<file path="src/rtl/neuron_ctrl_if.sv">
// Bundle between the layer scheduler, neuron_ctrl and the neuron MAC datapath.
// slave is the controller's view; master is the scheduler/datapath side.
interface neuron_ctrl_if;
    logic        start;
    logic [15:0] res;
    logic        rd_en;
    logic [15:0] idx;
    logic        acc_rst;
    logic        ld;
    logic        busy;
    logic        done;
    logic [15:0] result;

    modport master (
        output start,
        output res,
        input  rd_en,
        input  idx,
        input  acc_rst,
        input  ld,
        input  busy,
        input  done,
        input  result
    );

    modport slave (
        input  start,
        input  res,
        output rd_en,
        output idx,
        output acc_rst,
        output ld,
        output busy,
        output done,
        output result
    );
endinterface

</file>
<file path="src/rtl/neuron_ctrl.sv">
// Sequences one neuron MAC datapath through an N-element dot product and
// captures the activation output once the accumulator holds the full sum.
module neuron_ctrl #(
    parameter int unsigned N = 16
) (
    input  logic         clk_i,
    input  logic         rst_i,
    neuron_ctrl_if.slave bus
);
    // state     | meaning
    // S_IDLE    | waiting for start, all strobes low
    // S_CLEAR   | accumulator clear, first memory read (idx 0)
    // S_RUN     | N cycles of ld, reads run one element ahead
    // S_CAPTURE | latch datapath res into result
    // S_DONE    | one-cycle done pulse
    typedef enum logic [2:0] {
        S_IDLE,
        S_CLEAR,
        S_RUN,
        S_CAPTURE,
        S_DONE
    } state_t;

    localparam logic [16:0] N_W = 17'(N);

    state_t      state_q;
    logic [15:0] cnt_q;
    logic [15:0] idx_q;
    logic [15:0] result_q;
    logic        rd_en_q;
    logic        acc_rst_q;
    logic        ld_q;
    logic        busy_q;
    logic        done_q;

    // 17-bit so N=65535 cannot wrap the look-ahead compare
    logic [16:0] cnt_d;
    logic [16:0] idx_d;

    assign cnt_d = {1'b0, cnt_q} + 17'd1;
    assign idx_d = {1'b0, cnt_q} + 17'd2;

    always_ff @(posedge clk_i) begin
        if (rst_i) begin
            state_q   <= S_IDLE;
            cnt_q     <= '0;
            idx_q     <= '0;
            result_q  <= '0;
            rd_en_q   <= 1'b0;
            acc_rst_q <= 1'b0;
            ld_q      <= 1'b0;
            busy_q    <= 1'b0;
            done_q    <= 1'b0;
        end else begin
            case (state_q)
                S_IDLE: begin
                    if (bus.start) begin
                        state_q   <= S_CLEAR;
                        cnt_q     <= '0;
                        acc_rst_q <= 1'b1;
                        rd_en_q   <= 1'b1;
                        idx_q     <= '0;
                        busy_q    <= 1'b1;
                    end
                end
                S_CLEAR: begin
                    state_q   <= S_RUN;
                    cnt_q     <= '0;
                    acc_rst_q <= 1'b0;
                    ld_q      <= 1'b1;
                    if (N_W > 17'd1) begin
                        rd_en_q <= 1'b1;
                        idx_q   <= 16'd1;
                    end else begin
                        rd_en_q <= 1'b0;
                        idx_q   <= '0;
                    end
                end
                S_RUN: begin
                    cnt_q <= cnt_d[15:0];
                    if (cnt_d == N_W) begin
                        state_q <= S_CAPTURE;
                        ld_q    <= 1'b0;
                        rd_en_q <= 1'b0;
                        idx_q   <= '0;
                    end else begin
                        ld_q <= 1'b1;
                        if (idx_d < N_W) begin
                            rd_en_q <= 1'b1;
                            idx_q   <= idx_d[15:0];
                        end else begin
                            rd_en_q <= 1'b0;
                            idx_q   <= '0;
                        end
                    end
                end
                S_CAPTURE: begin
                    state_q  <= S_DONE;
                    result_q <= bus.res;
                    done_q   <= 1'b1;
                end
                S_DONE: begin
                    state_q <= S_IDLE;
                    done_q  <= 1'b0;
                    busy_q  <= 1'b0;
                end
                default: begin
                    state_q <= S_IDLE;
                end
            endcase
        end
    end

    assign bus.rd_en   = rd_en_q;
    assign bus.idx     = idx_q;
    assign bus.acc_rst = acc_rst_q;
    assign bus.ld      = ld_q;
    assign bus.busy    = busy_q;
    assign bus.done    = done_q;
    assign bus.result  = result_q;
endmodule

</file>
<file path="src/flat_wrapper.sv">
// flat-port wrapper written by rule: the top's interface ports become plain ports
module neuron_ctrl_flat 
#(
    parameter int unsigned N = 16
)
  (clk_i, rst_i, bus_start, bus_res, bus_rd_en, bus_idx, bus_acc_rst, bus_ld, bus_busy, bus_done, bus_result);
  neuron_ctrl_if bus_i ();
  input  logic clk_i;
  input  logic rst_i;
  input wire logic [$bits(bus_i.start)-1:0] bus_start;
  input wire logic [$bits(bus_i.res)-1:0] bus_res;
  output wire logic [$bits(bus_i.rd_en)-1:0] bus_rd_en;
  output wire logic [$bits(bus_i.idx)-1:0] bus_idx;
  output wire logic [$bits(bus_i.acc_rst)-1:0] bus_acc_rst;
  output wire logic [$bits(bus_i.ld)-1:0] bus_ld;
  output wire logic [$bits(bus_i.busy)-1:0] bus_busy;
  output wire logic [$bits(bus_i.done)-1:0] bus_done;
  output wire logic [$bits(bus_i.result)-1:0] bus_result;
  assign bus_i.start = bus_start;
  assign bus_i.res = bus_res;
  assign bus_rd_en = bus_i.rd_en;
  assign bus_idx = bus_i.idx;
  assign bus_acc_rst = bus_i.acc_rst;
  assign bus_ld = bus_i.ld;
  assign bus_busy = bus_i.busy;
  assign bus_done = bus_i.done;
  assign bus_result = bus_i.result;
  neuron_ctrl #(.N(N)) u_core (.clk_i(clk_i), .rst_i(rst_i), .bus(bus_i));
endmodule
</file>
<file path="config.mk">
export PLATFORM = sky130hd
export DESIGN_NAME = neuron_ctrl_flat
export DESIGN_NICKNAME = d
export VERILOG_FILES = /design/src/rtl/neuron_ctrl_if.sv /design/src/rtl/neuron_ctrl.sv /design/src/flat_wrapper.sv
export SDC_FILE = /design/constraint.sdc
export NUM_CORES = 1
export LEC_CHECK = 0
export ABC_AREA = 1
export CAP_MARGIN = 20
export CORE_ASPECT_RATIO = 0.75
export CORE_MARGIN = 2
export CORE_UTILIZATION = 55
export CTS_CLUSTER_SIZE = 12
export DETAILED_ROUTE_END_ITERATION = 10
export HOLD_SLACK_MARGIN = 0.05
export MAX_ROUTING_LAYER = met4
export PLACE_DENSITY = 0.84
export SLEW_MARGIN = 20
export SYNTH_ARGS = -nofsm -noshare
export SYNTH_HDL_FRONTEND = slang
export SYNTH_SLANG_ARGS = --single-unit
</file>
<file path="constraint.sdc">
create_clock -name clk_i -period 2.75 [get_ports clk_i]
set_input_delay 0.4125 -clock clk_i [delete_from_list [all_inputs] [get_ports clk_i]]
set_output_delay 0.4125 -clock clk_i [all_outputs]
set_load 0.02 [all_outputs]
</file>
# Yosys cells after proc, flatten, opt, wreduce, memory -nomap -nowiden
# Cells that the tools add are included.
# op_classes
n_addsub,2
order_cmp,1
n_eq_ne,7
n_mux,17
reduce_logical,10
# ops
cell,count
$pmux 16 s3,2
$mux 16,3
$add 16x1->17 const B,1
$add 16x2->17 const B,1
$eq 17x5->1 const B,1
$lt 17x5->1 const B,1
$pmux 3 s4,1
$pmux 1 s2,4
$reduce_and 2->1,4
$reduce_bool 2->1,4
$eq 3x2->1 const B,2
$mux 3,2
$mux 1,4
$eq 3x1->1 const B,1
$eq 3x3->1 const B,1
$logic_not 3->1,1
$pmux 1 s3,1
$reduce_bool 3->1,1
$ne 2x1->1 const B,1
$ne 2x2->1 const B,1
# word_totals
register_bits,56
in_bits,19
output_inout_bits,37
elab_cells,46

# Depth between registers and ports, before layout
# depth
depth_word,5
ltp_mapped,14
depth_no_buf,14

# Worst setup path before layout
# Ideal clock, no wire load.
# synth_path
path_type,reg2reg
start,register u_core.cnt_q[1]
end,"register u_core.ld_q, in the netlist u_core.bus.ld"
setup_time_ns,0.113
arrival_time_ns,1.734
required_ns,2.637
setup_slack_ns,0.903
stages_incl_launch_ff,13
path_buffers,0
synth_period_minus_slack_ns,1.847
path_cell_list,dfxtp_1 -> ha_1 -> nand2_1 -> nor2_4 -> nand2_2 -> o21ai_1 -> nand3_1 -> nor2_2 -> nand3_4 -> nand2_2 -> nand2_1 -> o21ai_1 -> inv_1
# synth_via
elab_chain_len,4
# synth_lines
item,line_no,text
start: declaration,neuron_ctrl.sv:27,logic [15:0] cnt_q;
start signal: assignment,neuron_ctrl.sv:80,cnt_q <= cnt_d[15:0];
$add 16x1->17,neuron_ctrl.sv:40,"assign cnt_d = {1'b0, cnt_q} + 17'd1;"
$eq 17x5->1,neuron_ctrl.sv:81,if (cnt_d == N_W) begin
$mux 1,neuron_ctrl.sv:81,
$pmux 1 s2,neuron_ctrl.sv:55,case (state_q)
end signal: assignment,neuron_ctrl.sv:51,ld_q <= 1'b0;
end signal: assignment,neuron_ctrl.sv:83,ld_q <= 1'b0;
end signal: assignment,neuron_ctrl.sv:87,ld_q <= 1'b1;
end: declaration,neuron_ctrl.sv:32,logic ld_q;
# Every way passes these cells.
# A chain may end at the register's enable or synchronous reset.

# Worst setup path in the final report
# Ends and elaborated chain as after synthesis.

==> flow_summary.yaml <==
sta:
  timing.final.max_slew_violations: 0
  finalCritPeriodShare: 0.788
  finalCriticalPeriod_ns: 2.17
  clock_skew_ns: 0.00702
  grt_setup_unrepaired: "false"
  slew_headroom: 0.565
  hold_violations: 0
  fmax_mhz: 462
  finalSetupTns_ns: 0
  finalSetupViolations: 0
  worst_pin_slew_ns: 0.652
die:
  dieWidth_um: 86.5
  die_h_um: 65.9
  start_util: 0.574
  die_area_um2: 5700
  num_io_pins: 56
  rows: 22
  coreArea_um2: 4900
detailed_routing:
  drt-pass1-iter-count: 4
  drtIter0Drc: 114
  wl_per_cell_um: 13.0
  route.met2.wl_um: 3040
  num_vias: 2795
  drc: 0
  routed_wl_um: 6810
  met1Wirelength_um: 3370
  dr_wl_met3_um: 330
  ant_nets: 0
  vias_per_cell: 5.32
  top_layer_used: "met4"
placement:
  dp_hpwl_um: 5030
  gp_congestion: 0.916
  placedInstanceArea_um2: 3400
  port_buffers: 55
layout:
  stdcell_area_um2: 3490
  finalCoreUtilization: 0.712
  diodes: 0
  area_delta_synth_final_pct: 24.1
  drive_gt1_frac: 0.0882
  layout.nets: 486
  fillCellCount: 415
logic_synthesis:
  syn_inst: 411
  synth_top_area_cell: "dfxtp_1"
  ys_warn_count: 0
  synth_edf_count: 0
  yosys-top-cells-area: "dfxtp_1 40%, nand2_1 15%, nor2_1 7.9%"
  synth_adder_area_share: 0.0134
  synthXorXnorAreaFrac: 0.0156
  postSynthAreaPerCell_um2: 6.84
  synthArstFlopShare: 0
  synth_compound_area_frac: 0.0904
  ys_ff_latch: 56
  synth_top_family_by_area: "simple AND/OR/NAND/NOR gates"
  synth_fp_nets: 433
  yosysUniqueCellTypes: 28
  synth.top_cell.area_share: 0.399
  synth_most_common_cell: "nand2_1"
  synth_flop_cell: "dfxtp_1"
  ys_seq_area_frac: 0.399
  synthSimpleGateAreaFrac: 0.411
  synthTopCellsByCount: "109 x nand2_1, 59 x nor2_1, 56 x dfxtp_1"
  synth_area_um2: 2810
  synth_mux_area_frac: 0
status:
  status: "finished, final reports clean"
clocking:
  clockRootBuffer: "clkbuf_8"
  clk_latency_ns: 0.31
  clkSinkCount: 56
  post_cts_resized: 0
  cts_buffers: 5
  htreeDepth: 2
  post_cts_buffers: 0
  cts_tree: "built"
  clockBufferDepth: 2
  ctsHoldBuffers: 0
  clk_pin_slew_ns: 0.10
setup_path:
  critPathArrivalTime_ns: 2.37
  crit_path_max_fanout: 7
  critical_path_class: "flip-flop to flip-flop"
  worst_setup_path_end_kind: "flip-flop"
  worstSetupStartpointType: "flip-flop"
  crit_required_ns: 2.96
global_routing:
  grt_pass1_wl_um: 11300
  antenna_found_initial: 0
  grt_pass1_vias: 2572
  grt_max_degree: 32
  overflow: 0
  grt_usage: 0.254
hold_path:
  hold_path_class: "flip-flop to flip-flop"
pwr:
  leakage_uw: 0.00138
  finalPower_uw: 1650
  power_density_nw_per_um2: 473
  ir_worst_vdd_uv: 337
run:
  cap_violations: 0
## logic make-up (layout without fill, tap and decap cells)
kind of cell	after synthesis	after routing
and+or+nand+nor	249	249
DFF	56	56
AOI/OAI and AO/OA	50	50
buffers and inverters	48	102
xor gates and xnor gates	5	5
adders and majority gates	3	3
## per-layer routing
metal / global-route usage / vias up
met2: 0.372 / 88
met4: 0.0859 / 0
met5: - / -
met3: 0.0499 / 10
met1: 0.352 / 1274
li1: - / 1423
## worst max-delay path, stage by stage, from the launching register on
cell,delay [ns]
dfxtp_1,0.45
ha_1,0.27
nand2_1,0.15
nor2_4,0.22
nand2_2,0.09
o21ai_1,0.17
nand3_1,0.11
nor2_2,0.16
nand3_4,0.11
nand2_2,0.08
nand2_1,0.06
o21ai_1,0.13
inv_1,0.06
## flip-flops by register name, indices dropped and copies added, names as in the netlist, 3 cells and up
name / flops
u_core.bus.idx: 16
u_core.bus.result: 16
u_core.cnt_q: 16
u_core.state_q: 3
## power breakdown
group / total, uW / leakage, uW / internal [uW] / switching, uW
combinational: 318 / 0.000880 / 122 / 196
clock: 454 / 0.0000414 / 182 / 272
sequential: 878 / 0.000453 / 851 / 26.5
total: 1650 / 0.00138 / 1150 / 494
## area by class of cell
| class | instances | area [um2] | area share |
|---|---|---|---|
| clock buffer | 6 | 72.6 | 0.0208 |
| clock inverter | 2 | 16.3 | 0.00466 |
| timing repair buffer | 59 | 581 | 0.166 |
| sequential | 56 | 1120 | 0.321 |
| tap | 60 | 75.1 | 0.0215 |
| inverter | 35 | 131 | 0.0377 |
| multi-input combinational | 307 | 1490 | 0.427 |
## worst paths after layout
path | cells after the start | slack (ns) | from | end
max | 12 | 0.58 | u_core.cnt_q[1]$_SDFFE_PP0P_ | u_core.bus.ld$_SDFFE_PP0P_
max reg2reg | 12 | 0.58 | u_core.cnt_q[1]$_SDFFE_PP0P_ | u_core.bus.ld$_SDFFE_PP0P_
min | 2 | 0.45 | u_core.bus.idx[10]$_SDFFE_PP0P_ | u_core.bus.idx[10]$_SDFFE_PP0P_
min reg2reg | 2 | 0.45 | u_core.bus.idx[10]$_SDFFE_PP0P_ | u_core.bus.idx[10]$_SDFFE_PP0P_
## metrics by stage
step | setup WS, ns | hold WS [ns] | cells
after detailed placement | 0.625 | 0.434 | 517
after floorplan | 0.903 | 0.483 | 411
final | 0.584 | 0.447 | 525
after CTS | 0.601 | 0.452 | 525
after global placement | 0.758 | 0.426 | 517
after global routing | 0.369 | 0.459 | 525
## placed cells by master (no fill, tap or decap), drive strengths merged
master,count
dfxtp,56
buf,4
nor2,71
ha,3
or2,2
clkinvlp,1
nand3,43
xor2,4
inv,33
clkbuf,6
nand3b,1
nand4,11
a21oi,25
nand2,118
o21ai,25
nor3,3
clkinv,3
clkdlybuf4s50,55
xnor2,1
(Power assumes the default switching activity.)
